==> src/rtl/fp_dot_ctrl.sv <==
// fp_dot_ctrl: floating-point dot product over a stream of operand pairs.
// It uses one combinational multiplier and one adder with a 1-cycle pipeline stage.
// Two ping-pong partial accumulators hide the adder latency. They are merged at the end of the vector.
// Latency: last pair accepted in cycle t -> out_valid from cycle t+4.
// Backpressure: in_ready only in IDLE/ACCUM; the result is held in DONE until out_ready.
// Ports: clk, rst_n (async, active-low); in_valid/in_ready/in_a/in_b/in_last operand stream;
//        out_valid/out_ready/out_data/out_count result stream; busy = not IDLE.
// Optional build macro FP_DOT_CTRL_RELU_EN: negative results are replaced by +0 on writeback.

// mul_fp: combinational sign/exponent/mantissa multiplier, truncating.
// Latency 0. No flow control.
// An operand with exponent 0 is treated as zero. Underflow flushes to 0; overflow gives inf.
module mul_fp #(
  parameter int EXP_BIT  = 8,
  parameter int MAT_BIT  = 7,
  parameter int DATA_BIT = EXP_BIT + MAT_BIT + 1
) (
  input  logic [DATA_BIT-1:0] a_i,
  input  logic [DATA_BIT-1:0] b_i,
  output logic [DATA_BIT-1:0] p_o
);
  localparam int BIAS = (1 << (EXP_BIT - 1)) - 1;
  localparam int EMAX = (1 << EXP_BIT) - 1;

  logic                   sign;
  logic [2*MAT_BIT+1:0]   prod;
  logic [MAT_BIT-1:0]     mant;
  int                     exp_r;
  logic                   unused_lsb;

  always_comb begin
    sign  = a_i[DATA_BIT-1] ^ b_i[DATA_BIT-1];
    prod  = {{(MAT_BIT+1){1'b0}}, 1'b1, a_i[MAT_BIT-1:0]} *
            {{(MAT_BIT+1){1'b0}}, 1'b1, b_i[MAT_BIT-1:0]};
    exp_r = int'(a_i[DATA_BIT-2:MAT_BIT]) + int'(b_i[DATA_BIT-2:MAT_BIT]) - BIAS;
    // Product of two 1.x mantissas lies in [1,4); renormalise when it reaches 2.
    if (prod[2*MAT_BIT+1]) begin
      mant  = prod[2*MAT_BIT:MAT_BIT+1];
      exp_r = exp_r + 1;
    end else begin
      mant  = prod[2*MAT_BIT-1:MAT_BIT];
    end
    if (a_i[DATA_BIT-2:MAT_BIT] == '0 || b_i[DATA_BIT-2:MAT_BIT] == '0 || exp_r <= 0)
      p_o = '0;
    else if (exp_r >= EMAX)
      p_o = {sign, {EXP_BIT{1'b1}}, {MAT_BIT{1'b0}}};
    else
      p_o = {sign, exp_r[EXP_BIT-1:0], mant};
  end

  // Product bits below the kept mantissa are truncated.
  assign unused_lsb = ^prod[MAT_BIT-1:0];
endmodule

// add_fp: floating-point adder with align, add/sub and normalise stages, truncating.
// Latency is 1 cycle when ENABLE_PIPELINE is nonzero, otherwise 0. No flow control.
// A zero operand passes the other through unchanged. Exact cancellation gives +0.
module add_fp #(
  parameter int EXP_BIT         = 8,
  parameter int MAT_BIT         = 7,
  parameter int DATA_BIT        = EXP_BIT + MAT_BIT + 1,
  parameter int ENABLE_PIPELINE = 1
) (
  input  logic                clk,
  input  logic                rst,
  input  logic [DATA_BIT-1:0] a_i,
  input  logic [DATA_BIT-1:0] b_i,
  output logic [DATA_BIT-1:0] s_o
);
  localparam int GRD  = 3;                  // guard bits kept through alignment
  localparam int MW   = MAT_BIT + 1 + GRD;  // hidden bit + mantissa + guard
  localparam int EMAX = (1 << EXP_BIT) - 1;

  logic [DATA_BIT-1:0] big, sml, sum_d;
  logic [EXP_BIT-1:0]  e_big, shamt;
  logic [MW-1:0]       m_big, m_sml, norm;
  logic [MW:0]         m_sum;
  logic                found;
  int                  lz, e_res;
  logic                unused_grd;

  always_comb begin
    // Order operands by magnitude so the subtraction never goes negative.
    if (a_i[DATA_BIT-2:0] >= b_i[DATA_BIT-2:0]) begin
      big = a_i;
      sml = b_i;
    end else begin
      big = b_i;
      sml = a_i;
    end
    e_big = big[DATA_BIT-2:MAT_BIT];
    shamt = e_big - sml[DATA_BIT-2:MAT_BIT];
    m_big = {1'b1, big[MAT_BIT-1:0], {GRD{1'b0}}};
    m_sml = {1'b1, sml[MAT_BIT-1:0], {GRD{1'b0}}} >> shamt;
    if (big[DATA_BIT-1] == sml[DATA_BIT-1])
      m_sum = {1'b0, m_big} + {1'b0, m_sml};
    else
      m_sum = {1'b0, m_big} - {1'b0, m_sml};

    lz    = 0;
    found = 1'b0;
    for (int i = MW - 1; i >= 0; i--) begin
      if (!found) begin
        if (m_sum[i]) found = 1'b1;
        else          lz    = lz + 1;
      end
    end

    if (m_sum[MW]) begin
      norm  = m_sum[MW:1];
      e_res = int'(e_big) + 1;
    end else begin
      norm  = m_sum[MW-1:0] << lz;
      e_res = int'(e_big) - lz;
    end

    if (a_i[DATA_BIT-2:MAT_BIT] == '0)
      sum_d = b_i;
    else if (b_i[DATA_BIT-2:MAT_BIT] == '0)
      sum_d = a_i;
    else if (m_sum == '0 || e_res <= 0)
      sum_d = '0;
    else if (e_res >= EMAX)
      sum_d = {big[DATA_BIT-1], {EXP_BIT{1'b1}}, {MAT_BIT{1'b0}}};
    else
      sum_d = {big[DATA_BIT-1], e_res[EXP_BIT-1:0], norm[MW-2:GRD]};
  end

  assign unused_grd = ^norm[GRD-1:0];

  if (ENABLE_PIPELINE != 0) begin : g_pipe
    logic [DATA_BIT-1:0] sum_q;
    always_ff @(posedge clk or posedge rst) begin
      if (rst) sum_q <= '0;
      else     sum_q <= sum_d;
    end
    assign s_o = sum_q;
  end else begin : g_comb
    assign s_o = sum_d;
  end
endmodule

module fp_dot_ctrl #(
  parameter int EXP_BIT  = 8,
  parameter int MAT_BIT  = 7,
  parameter int DATA_BIT = EXP_BIT + MAT_BIT + 1,
  parameter int CNT_BIT  = 16
) (
  input  logic                clk,
  input  logic                rst_n,
  input  logic                in_valid,
  output logic                in_ready,
  input  logic [DATA_BIT-1:0] in_a,
  input  logic [DATA_BIT-1:0] in_b,
  input  logic                in_last,
  output logic                out_valid,
  input  logic                out_ready,
  output logic [DATA_BIT-1:0] out_data,
  output logic [CNT_BIT-1:0]  out_count,
  output logic                busy
);
  typedef enum logic [2:0] {IDLE, ACCUM, DRAIN, MERGE, WB, DONE} state_t;

  state_t              state_q, state_d;
  logic                in_ready_q;
  logic [DATA_BIT-1:0] acc0_q, acc1_q;
  logic                k_q;
  logic [CNT_BIT-1:0]  cnt_q;
  logic                wb_vld_q, wb_idx_q;
  logic [DATA_BIT-1:0] out_data_q;
  logic [CNT_BIT-1:0]  out_count_q;

  logic                accept, clear;
  logic [DATA_BIT-1:0] prod, add_a, add_b, add_sum, res_wb;

  assign accept = in_valid & in_ready_q;

  mul_fp #(.EXP_BIT(EXP_BIT), .MAT_BIT(MAT_BIT), .DATA_BIT(DATA_BIT)) u_mul (
    .a_i(in_a),
    .b_i(in_b),
    .p_o(prod)
  );

  // The adder is shared: accumulate into acc[k] while streaming, and acc0+acc1 in MERGE.
  assign add_a = (state_q == MERGE) ? acc0_q : (k_q ? acc1_q : acc0_q);
  assign add_b = (state_q == MERGE) ? acc1_q : prod;

  add_fp #(.EXP_BIT(EXP_BIT), .MAT_BIT(MAT_BIT), .DATA_BIT(DATA_BIT), .ENABLE_PIPELINE(1)) u_add (
    .clk(clk),
    .rst(~rst_n),
    .a_i(add_a),
    .b_i(add_b),
    .s_o(add_sum)
  );

`ifdef FP_DOT_CTRL_RELU_EN
  assign res_wb = add_sum[DATA_BIT-1] ? '0 : add_sum;
`else
  assign res_wb = add_sum;
`endif

  always_comb begin
    state_d = state_q;
    clear   = 1'b0;
    case (state_q)
      IDLE, ACCUM: if (accept) state_d = in_last ? DRAIN : ACCUM;
      // The last pair's sum is written back during this cycle.
      DRAIN:       if (wb_vld_q) state_d = MERGE;
      MERGE:       state_d = WB;
      WB:          state_d = DONE;
      DONE: begin
        if (out_ready) begin
          state_d = IDLE;
          clear   = 1'b1;
        end
      end
      default:     state_d = IDLE;
    endcase
  end

  always_ff @(posedge clk or negedge rst_n) begin
    if (!rst_n) begin
      state_q    <= IDLE;
      in_ready_q <= 1'b0;
    end else begin
      state_q    <= state_d;
      // Registered so that in_ready stays low while reset is asserted.
      in_ready_q <= (state_d == IDLE) || (state_d == ACCUM);
    end
  end

  always_ff @(posedge clk or negedge rst_n) begin
    if (!rst_n) begin
      acc0_q      <= '0;
      acc1_q      <= '0;
      k_q         <= 1'b0;
      cnt_q       <= '0;
      wb_vld_q    <= 1'b0;
      wb_idx_q    <= 1'b0;
      out_data_q  <= '0;
      out_count_q <= '0;
    end else begin
      wb_vld_q <= accept;
      wb_idx_q <= k_q;
      if (clear) begin
        acc0_q <= '0;
        acc1_q <= '0;
        k_q    <= 1'b0;
        cnt_q  <= '0;
      end else begin
        if (wb_vld_q) begin
          if (wb_idx_q) acc1_q <= add_sum;
          else          acc0_q <= add_sum;
        end
        if (accept) begin
          k_q <= ~k_q;
          if (cnt_q != '1) cnt_q <= cnt_q + CNT_BIT'(1);
        end
      end
      if (state_q == WB) begin
        out_data_q  <= res_wb;
        out_count_q <= cnt_q;
      end
    end
  end

  assign in_ready  = in_ready_q;
  assign out_valid = (state_q == DONE);
  assign out_data  = out_data_q;
  assign out_count = out_count_q;
  assign busy      = (state_q != IDLE);
endmodule

==> config.mk <==
export PLATFORM = sky130hd
export DESIGN_NAME = fp_dot_ctrl
export DESIGN_NICKNAME = d
export VERILOG_FILES = /design/src/rtl/fp_dot_ctrl.sv
export SDC_FILE = /design/constraint.sdc
export NUM_CORES = 1
export LEC_CHECK = 0
export CAP_MARGIN = 20
export CELL_PAD_IN_SITES_DETAIL_PLACEMENT = 1
export CELL_PAD_IN_SITES_GLOBAL_PLACEMENT = 1
export CORE_ASPECT_RATIO = 1.25
export CORE_MARGIN = 2
export CORE_UTILIZATION = 52
export CTS_BUF_LIST = sky130_fd_sc_hd__clkbuf_4 sky130_fd_sc_hd__clkbuf_8
export DETAILED_ROUTE_END_ITERATION = 6
export GPL_TIMING_DRIVEN = 1
export PLACE_DENSITY = 0.95
export SETUP_SLACK_MARGIN = 0.3
export SYNTH_ARGS = -nofsm -noshare
export SYNTH_HDL_FRONTEND = slang
export SYNTH_SLANG_ARGS = --single-unit
==> constraint.sdc <==
create_clock -name clk -period 28.8 [get_ports clk]
set_clock_uncertainty 0.1 [all_clocks]
set_input_delay 5.76 -clock clk [delete_from_list [all_inputs] [get_ports clk]]
set_output_delay 5.76 -clock clk [all_outputs]
set_load 0.01 [all_outputs]
Yosys cells after proc, flatten, opt, wreduce, memory -nomap -nowiden
Cells that the tools add are included.
{"block": "op_classes", "n_eq_ne": 9, "mux": 74, "addsub": 19, "n_shift": 2, "bitwise_logic": 3, "multipliers": 1, "n_reduce_logical": 20, "n_lt_le_gt_ge": 5}
{"operator": "32-bit two-way mux", "n": 22}
{"operator": "32-bit by 2-bit adder with 32-bit output, second input constant", "n": 10}
{"operator": "16-bit two-way mux", "n": 18}
{"operator": "32-bit by 9-bit greater-or-equal comparator with 1-bit output, second input constant", "n": 2}
{"operator": "32-bit by 1-bit less-or-equal comparator with 1-bit output, second input constant", "n": 2}
{"operator": "8-bit logical NOT", "n": 4}
{"operator": "11-bit by 32-bit << shifter with 10-bit output", "n": 1}
{"operator": "32-bit by 8-bit subtractor with 32-bit output, second input constant", "n": 1}
{"operator": "9-bit by 32-bit subtractor with 32-bit output", "n": 1}
{"operator": "15-bit two-way mux", "n": 2}
{"operator": "1-bit two-way mux", "n": 24}
{"operator": "16-bit by 1-bit adder with 16-bit output, second input constant", "n": 1}
{"operator": "8-bit by 8-bit multiplier with 16-bit output", "n": 1}
{"operator": "16-bit != test, second input constant", "n": 1}
{"operator": "15-bit greater-or-equal comparator", "n": 1}
{"operator": "3-bit one-hot mux with 5 select lines", "n": 1}
{"operator": "11-bit by 11-bit adder with 12-bit output", "n": 1}
{"operator": "12-bit logical NOT", "n": 1}
{"operator": "12-bit two-way mux", "n": 1}
{"operator": "11-bit by 11-bit subtractor with 12-bit output", "n": 1}
{"operator": "11-bit by 8-bit >> shifter with 11-bit output", "n": 1}
{"operator": "10-bit two-way mux", "n": 1}
{"operator": "8-bit by 1-bit adder with 9-bit output, second input constant", "n": 1}
{"operator": "8-bit by 8-bit adder with 9-bit output", "n": 1}
{"operator": "other kinds (19)", "n": 33}
{"block": "word_totals", "ff_bits": 103, "wordCells": 144, "inputBits": 37}

Longest topological paths before layout
{"block": "logic_depth", "ltp_word": 52, "depth_mapped": 103}

By module
From an unflattened synthesis, not the netlist that was laid out.
{"block": "unflattened", "hier_cells": 1597, "area_unflattened_um2": 13047.5}
{"module": "add_fp", "cells_each": 861, "instances": 1, "seq_area_each_um2": 400.4, "area_per_inst_um2": 5968.2}
{"module": "fp_dot_ctrl", "cells_each": 370, "instances": 1, "seq_area_each_um2": 2177.1, "area_per_inst_um2": 4052.6}
{"module": "mul_fp", "cells_each": 366, "instances": 1, "seq_area_each_um2": 0.0, "area_per_inst_um2": 3026.7}

Worst setup path before layout
Ideal clock, no wire load.
{"block": "synth_path", "path_type": "input to register", "start": "input in_b[4]", "end": "register u_add.g_pipe.sum_q[5] (netlist: u_add.s_o[5])", "required_time_ns": 28.596, "arrival_time_ns": 25.248, "stages": 96, "slack_ns": 3.348, "cell_sequence": "and2_1 fa_1 fa_1 fa_1 inv_1 fa_1 inv_1 ha_1 a211oi_1 o221ai_1 a211oi_1 a311oi_2 o41ai_1 a31oi_1 or3_1 o41ai_2 a22o_1 ha_1 (+60 left out) ha_1 nor2b_1 o21ai_0 nand2b_1 a21o_1 a21o_1 a21o_1 a21o_1 ha_1 and3b_1 nor4b_1 mux2i_1 o221a_2 and3_1 clkbuf_1 a221oi_1 and3b_1 a221oi_1"}
{"block": "synth_via", "elab_chain_cells": 50, "elab_cells_between_ends": 82, "classes_between": "add/sub (15); mul (1); order compare (5); eq/ne (1); shift (2); mux (54); reduce/logical (4)"}
{"item": "start, declared", "line_no": "154", "source": "input logic [DATA_BIT-1:0] in_b,"}
{"item": "8-bit by 8-bit multiplier with 16-bit output (*)", "line_no": "33", "source": "prod = {{(MAT_BIT+1){1'b0}}, 1'b1, a_i[MAT_BIT-1:0]} *"}
{"item": "32-bit two-way mux", "line_no": "37", "source": "if (prod[2*MAT_BIT+1]) begin"}
{"item": "32-bit by 9-bit greater-or-equal comparator with 1-bit output or 32-bit by 1-bit less-or-equal comparator with 1-bit output (tied branches)", "line_no": "45, 43"}
{"item": "15-bit two-way mux or 1-bit logical OR (tied branches)", "line_no": "45, 43"}
{"item": "16-bit two-way mux (*)", "line_no": "43", "source": "if (a_i[DATA_BIT-2:MAT_BIT] == '0 || b_i[DATA_BIT-2:MAT_BIT] == '0 || exp_r <= 0)"}
{"item": "16-bit two-way mux (*)", "line_no": "186", "source": "assign add_b = (state_q == MERGE) ? acc1_q : prod;"}
{"item": "15-bit greater-or-equal comparator", "line_no": "84", "source": "if (a_i[DATA_BIT-2:0] >= b_i[DATA_BIT-2:0]) begin"}
{"item": "16-bit two-way mux", "line_no": "84"}
{"item": "(+35 left out)"}
{"item": "9-bit by 32-bit subtractor with 32-bit output", "line_no": "114", "source": "e_res = int'(e_big) - lz;"}
{"item": "32-bit two-way mux", "line_no": "109", "source": "if (m_sum[MW]) begin"}
{"item": "32-bit by 9-bit greater-or-equal comparator with 1-bit output or 32-bit by 1-bit less-or-equal comparator with 1-bit output (tied branches)", "line_no": "123, 121"}
{"item": "15-bit two-way mux or 1-bit logical OR (tied branches)", "line_no": "123, 121"}
{"item": "16-bit two-way mux", "line_no": "121", "source": "else if (m_sum == '0 || e_res <= 0)"}
{"item": "16-bit two-way mux", "line_no": "119", "source": "else if (b_i[DATA_BIT-2:MAT_BIT] == '0)"}
{"item": "16-bit two-way mux (*)", "line_no": "117", "source": "if (a_i[DATA_BIT-2:MAT_BIT] == '0)"}
{"item": "net u_add.sum_d[5]", "line_no": "74", "source": "logic [DATA_BIT-1:0] big, sml, sum_d;"}
{"item": "end signal, assigned", "line_no": "135", "source": "else sum_q <= sum_d;"}
{"item": "end, declared", "line_no": "132", "source": "logic [DATA_BIT-1:0] sum_q;"}
Mark *: on every way through the listed nets, which the timed path passes. The rest lies on a longest branch.
A chain may end at the register's enable or synchronous reset.

Worst setup path after layout
{"block": "layout_path", "start": "input in_a[3]", "end": "register u_add.g_pipe.sum_q[8] (netlist: u_add.s_o[8])"}
{"block": "layout_via", "elab_chain_cells": 50, "elab_cells_between_ends": 80, "classes_between": "add/sub (15); mul (1); order compare (5); eq/ne (1); shift (1); mux (53); reduce/logical (4)"}
{"item": "start, declared", "line_no": "153", "source": "input logic [DATA_BIT-1:0] in_a,"}
{"item": "8-bit by 8-bit multiplier with 16-bit output (*)", "line_no": "33"}
{"item": "32-bit two-way mux", "line_no": "37"}
{"item": "32-bit by 9-bit greater-or-equal comparator with 1-bit output or 32-bit by 1-bit less-or-equal comparator with 1-bit output (tied branches)", "line_no": "45, 43"}
{"item": "15-bit two-way mux or 1-bit logical OR (tied branches)", "line_no": "45, 43"}
{"item": "16-bit two-way mux (*)", "line_no": "43"}
{"item": "16-bit two-way mux (*)", "line_no": "186"}
{"item": "15-bit greater-or-equal comparator", "line_no": "84"}
{"item": "16-bit two-way mux", "line_no": "84"}
{"item": "(+35 left out)"}
{"item": "9-bit by 32-bit subtractor with 32-bit output", "line_no": "114"}
{"item": "32-bit two-way mux", "line_no": "109"}
{"item": "32-bit by 9-bit greater-or-equal comparator with 1-bit output or 32-bit by 1-bit less-or-equal comparator with 1-bit output (tied branches)", "line_no": "123, 121"}
{"item": "15-bit two-way mux or 1-bit logical OR (tied branches)", "line_no": "123, 121"}
{"item": "16-bit two-way mux", "line_no": "121"}
{"item": "16-bit two-way mux", "line_no": "119"}
{"item": "16-bit two-way mux (*)", "line_no": "117"}
{"item": "net u_add.sum_d[8]", "line_no": "74"}
Marks and branches as above.

==> results.json <==
{
  "fillers": 2925,
  "grt_overflow_total": 0,
  "crit_path_end_kind": "flip-flop",
  "layout-drive-gt1-share_pct": 12.0,
  "cp-start-kind": "input pin",
  "syn_area_per_cell_sq_um": 8.23,
  "io_buffers": 71,
  "worstSkewPairLatency_ns": 0.43,
  "timing.slew.headroom_pct": -21.9,
  "synthArstFlopShare_pct": 100,
  "grt_pass1_vias": 14839,
  "wl_per_cell_um": 32.0,
  "yosys_warnings": 0,
  "violations": "design-rule violations, max-capacitance violations, max-slew violations, negative setup slack",
  "ys_ff_latch": 103,
  "maxSlewViolCount": 7,
  "critical_path_class": "in2reg",
  "cts.sinks": 103,
  "setup_violations": 1,
  "yosysTopAreaCell": "dfrtp_1",
  "tns_ns": -0.00000533,
  "path_common_cell": "ha_1",
  "cts_root_buf": "clkbuf_8",
  "area_growth_pct": 13.7,
  "ff_latch_area_sq_um": 2580,
  "cts.clk_slew.worst_paths_ns": 0.13,
  "holdBufCountCts": 0,
  "ant_nets": 0,
  "grt_usage_pct": 41.3,
  "synth_ff_type": "dfrtp_1",
  "routed_via_density": 7.58,
  "rows": 64,
  "pin_count": 72,
  "crit_arrival_ns": 28.87,
  "post-dp-hpwl_um": 37300,
  "cp_max_fo": 27,
  "drt_first_pass_iters": 7,
  "period_needed_ns": 28.80,
  "synth_most_common_cell": "nor2_1",
  "critPathMaxStageDelay_ns": 0.77,
  "die-area_sq_um": 26000,
  "cts_buffer_depth": 2,
  "cts_made_buffers": 9,
  "critPathRequiredTime_ns": 28.87,
  "die_h_um": 180,
  "core-area_sq_um": 24300,
  "synthesis.area_sq_um": 12800,
  "cts_tree": "yes",
  "synth_edf_count": 0,
  "drc": 2,
  "yosysSeqAreaShare_pct": 20.1,
  "cts_max_level": 3,
  "synth.area.top_cells": "dfrtp_1, ha_1, fa_1",
  "vias": 14891,
  "crit_family": "compound AO/OA/AOI/OAI gates",
  "start_util_pct": 52.7,
  "synth_common_cells": "nor2_1, nand2_1, inv_1",
  "outcome": "finished with violations",
  "final_hold_viol_count": 0,
  "cp.buffers_inverters": 11,
  "hp-class": "reg2reg",
  "grt_max_degree": 54,
  "setup_slack_ns": -0.00000533,
  "netlist_instances": 1560,
  "drt-total-wl_um": 62800,
  "gp_congestion": 1.01,
  "min_period_over_period_pct": 100,
  "fmax_ghz": 0.0347,
  "die_w_um": 145,
  "grt_first_pass_wirelength_um": 84000,
  "cap_violations": 2,
  "drtIter0Drc": 1984,
  "holdWs_ns": 0.427,
  "synth_top_area_share_pct": 20.1,
  "slowest_stage": "o21ai_2",
  "finalNetCount": 1790,
  "antenna_found_initial": 17,
  "synth_cell_type_count": 105,
  "worst_slew_pin_slew_ns": 1.81,
  "multi_input_area_sq_um": 9900
}
## worst register-to-register path, delay by kind of cell, from the launching register on
kind / cells / cell delay (ns)
and+or+nand+nor: 26 / 3.30
muxes: 5 / 1.08
AOI/OAI and AO/OA: 26 / 7.72
buffers and inverters: 9 / 1.35
adders and majority gates: 12 / 3.98
DFF: 1 / 0.50
xor gates and xnor gates: 2 / 0.46
## per-stage QoR
stage               cell area, sq um  util [%]  setup WS, ns  instances
floorplan                      12800         -          3.35       1562
global placement               13900      57.1         0.728       1923
detailed placement             13900      57.2        -0.601       1924
CTS                            14200      58.2         0.313       1940
global route                   14600      59.9        -0.781       1958
finish                         14600      59.9   -0.00000533       1965
## placed cells by master, fill, tap and decap left out, types with 48 or more instances in the layout
master / instances
inv_1: 112
nand2_1: 130
o21ai_0: 59
clkdlybuf4s50_1: 67
dfrtp_1: 103
nor2_1: 131
a21oi_1: 91
ha_1: 89
mux2_2: 48
and2_1: 53
## sequential cells by signal (all words and copies together), names as in the netlist, 3 cells and up
signal and cells:
acc0_q 16, acc1_q 16, cnt_q 16, out_count 16, out_data 16, state_q 3, u_add.s_o 16
## cells by family (layout without fill, tap and decap cells)
logic type | after synthesis | in the layout | share of synthesized area [%]
fa+ha+maj | 132 | 132 | 15.1
simple gates | 543 | 543 | 21.4
other cells | 1 | 12 | 0.0292
mux | 94 | 94 | 8.14
compound gates | 447 | 447 | 25.6
flops | 103 | 103 | 20.1
buf+inv | 178 | 242 | 5.39
xor+xnor | 62 | 62 | 4.29
## path summary, 6_finish.rpt
check                                           from                        to  slack (ns)  cells after the start
max in group asynchronous                      rst_n  out_data[12]$_DFFE_PN0P_       22.08                      2
worst max register to register  state_q[1]$_DFF_PN0_    u_add.s_o[8]$_DFF_PN0_       10.08                     80
worst max-delay path                         in_a[3]    u_add.s_o[8]$_DFF_PN0_   -0.000005                     89
worst min-delay path                 k_q$_DFFE_PN0P_        wb_idx_q$_DFF_PN0_        0.43                      0
min in group asynchronous                      rst_n  out_count[3]$_DFFE_PN0P_        5.28                      1
worst min register to register       k_q$_DFFE_PN0P_        wb_idx_q$_DFF_PN0_        0.43                      0
## per-layer routing
layer	GRT usage, %	vias to the layer above	part of all wire (%)
met5	0	-	0.46
met4	30.1	18	10
met3	12.3	624	12
met2	69.0	1265	45
met1	43.6	7102	32
li1	-	5882	-
## repair_timing
item / CTS / global route
gates resized for setup: 6 / 68
setup endpoints to repair: 16 / 16
pin swaps: 0 / 8
buffers inserted: 0 / 16
## final cells by class
| type | count | share of cell area, % |
|---|---|---|
| diodes | 9 | 0.154 |
| clock buffers | 9 | 0.849 |
| clock inverters | 7 | 0.575 |
| inverters | 117 | 3.04 |
| multi-input cells | 1281 | 67.9 |
| flip-flops and latches | 103 | 17.7 |
| well taps | 330 | 2.83 |
| repair buffers | 109 | 7.00 |
Power is left out: the tool's default activity adds up to more than one toggle a clock period on the data nets, which glitch-free logic cannot reach.
==> variant: new RTL, same settings <==
Add a define of `FP_DOT_CTRL_RELU_EN`.
--- a/src/rtl/fp_dot_ctrl.sv
+++ b/src/rtl/fp_dot_ctrl.sv
@@ -12,2 +12,4 @@
 // An operand with exponent 0 is treated as zero. Underflow flushes to 0; overflow gives inf.
+`define FP_DOT_CTRL_RELU_EN
+
 module mul_fp #(
Formal check against the unedited RTL: not equivalent (Yosys sat finds a counterexample within 10 cycles, from zero or initial values and one cycle with rst_n low).
==> variant against the original RTL <==
The run ends with design-rule violations, negative setup slack left. Design area increased by 5.9%. Sequential cell count decreased by 1. Critical path type unchanged. Global-route usage decreased by 4.0 points. Wire length increased by 0.56%. Die area increased by 5.6%. Cell count increased by 8.3%. Via count increased by 5.5%. Worst setup slack got worse by 6.2 ps. Synthesized area increased by 5.7%.
Power is not shown: default switching activity piles up to over one toggle a cycle in this logic, so the estimate is an artifact.
==> variant: results (changes against the original RTL) <==
Run status
  – Status: finished, violations left
  – Violated checks: design-rule violations, negative setup slack

Worst setup path
  – CP max-delay cell: nor4_2
  – Worst reg2reg path depth: 82 (+2.5%)
  – Max stage delay on crit path: 1040 ps (+270 ps)
  – CP max FO: 15 (-44%)
  – Data arrival, critical path: 28990 ps (+120 ps)

Global route
  – Vias in the first global route: 15410 (+3.9%)
  – Total GRT Usage: 37.30% (-4.0 points)
  – Largest net degree at the start of global routing: 83 (+54%)
  – GRT overflow: 0 (unchanged)
  – Initial antenna violation count: 14 (-3)
  – First-pass GRT wire length: 82.05 mm (-2.3%)

Logic synthesis
  – Synth warn: 0 (unchanged)
  – Synth area leaders: dfrtp_1 (19%), ha_1 (8.7%), nand2_1 (6.0%)
  – Post-synth cell types: 119 (+13%)
  – Dominant synthesized flop cell: dfrtp_1
  – Compound-gate portion of the synthesized area: 25.91% (+0.29 points)
  – Sequential share of the synthesized area: 18.81% (-1.3 points)
  – Synth Area in Adders: 14.35% (-0.74 points)
  – Top cells by count, synth: nand2_1 (217), nor2_1 (122), inv_1 (112), dfrtp_1 (102), a21oi_1 (97)
  – Post-Synth XOR/XNOR Area: 4.786% (+0.50 points)
  – Post-synthesis mux area share: 5.440% (-2.7 points)

Timing
  – Setup Viol. Count Final: 1 (unchanged)
  – Slew headroom: 5.599% (+27 points)
  – Final worst slack: -6.212 ps (-6.207 ps)

Route
  – M1 WL: 20.84 mm (+2.5%)
  – Met3 WL post-DR: 7.080 mm (-4.2%)
  – Top layer in use: met5
  – Metal2 WL: 28.87 mm (+2.1%)
  – Vias after detailed routing: 15700 (+5.5%)
  – DRC: 70 (+68)
  – Total Routed Length: 63.16 mm (+0.56%)
  – Iteration-0 DRC Markers: 1820 (-8.3%)

Place
  – Dpl ws: -935.9 ps (-335.1 ps)
  – Post-detail-place hpwl: 38.69 mm (+3.6%)
  – Port Buffers: 70 (-1.4%)
  – Gp weighted congestion: 0.9797 (-2.9%)

Clocking
  – CTS Buffer Depth: 2 (unchanged)
  – Clock slew at reported path FFs: 130 ps (about the same)

Cells and area
  – Fin nets: 1944 (+8.6%)
  – Layout cells sized above 1: 12.53% (+0.54 points)
  – Fillers: 3113 (+6.4%)

Worst hold path
  – Min-Delay Path Class: reg -> reg
[variant: final cells by class]
type / instances / area, sq um / area share, %
well taps: 340 / 425.4 / 2.753
flip-flops and latches: 102 / 2552 / 16.52
multi-input cells: 1414 / 10610 / 68.66
diodes: 8 / 20.02 / 0.1296
inverters: 116 / 439.2 / 2.843
clock buffers: 10 / 137.6 / 0.8908
repair buffers: 132 / 1199 / 7.758
clock inverters: 6 / 68.82 / 0.4454
[variant: timing repair]
item | 4_1_cts | 5_1_grt
hold endpoints to repair | 0 | 0
endpoints found under the setup margin | 16 | 16
pin swaps | 1 | 19
resized for setup | 10 | 73
setup buffers | 3 | 24
[variant: final timing paths]
check                      startpoint       endpoint  slack [ps]
max                           in_a[2]   u_add.s_o[7]          -6
min reg2reg                       k_q       wb_idx_q         390
min                               k_q       wb_idx_q         390
max in group asynchronous       rst_n      cnt_q[14]       22400
max reg2reg                state_q[0]   u_add.s_o[7]        9760
min in group asynchronous       rst_n  u_add.s_o[15]        5130
[variant: per-stage QoR]
stage	TNS [ps]	instances	hold slack [ps]	area (sq um)
5_1_grt	-12560	2123	384.0	15440
3_3_place_gp	0	2072	326.8	14630
2_1_floorplan	0	1705	288.8	13580
6_report	-6.212	2128	385.8	15450
3_5_place_dp	-6633	2072	336.3	14630
4_1_cts	0	2091	386.1	14900
[variant: cell families (layout without fill, tap and decap cells)]
family,after synthesis,after routing
AOI/OAI and AO/OA,465,465
xor gates and xnor gates,68,68
adders and majority gates,133,133
buffers and inverters,189,264
DFF,102,102
muxes,67,67
other,2,12
and+or+nand+nor,677,677
[variant: metal layers]
metal / vias to the layer above / track usage (%)
li1: 6406 / -
met1: 7590 / 40.90
met2: 1172 / 67.81
met3: 524 / 4.653
met4: 12 / 23.58
met5: - / 0
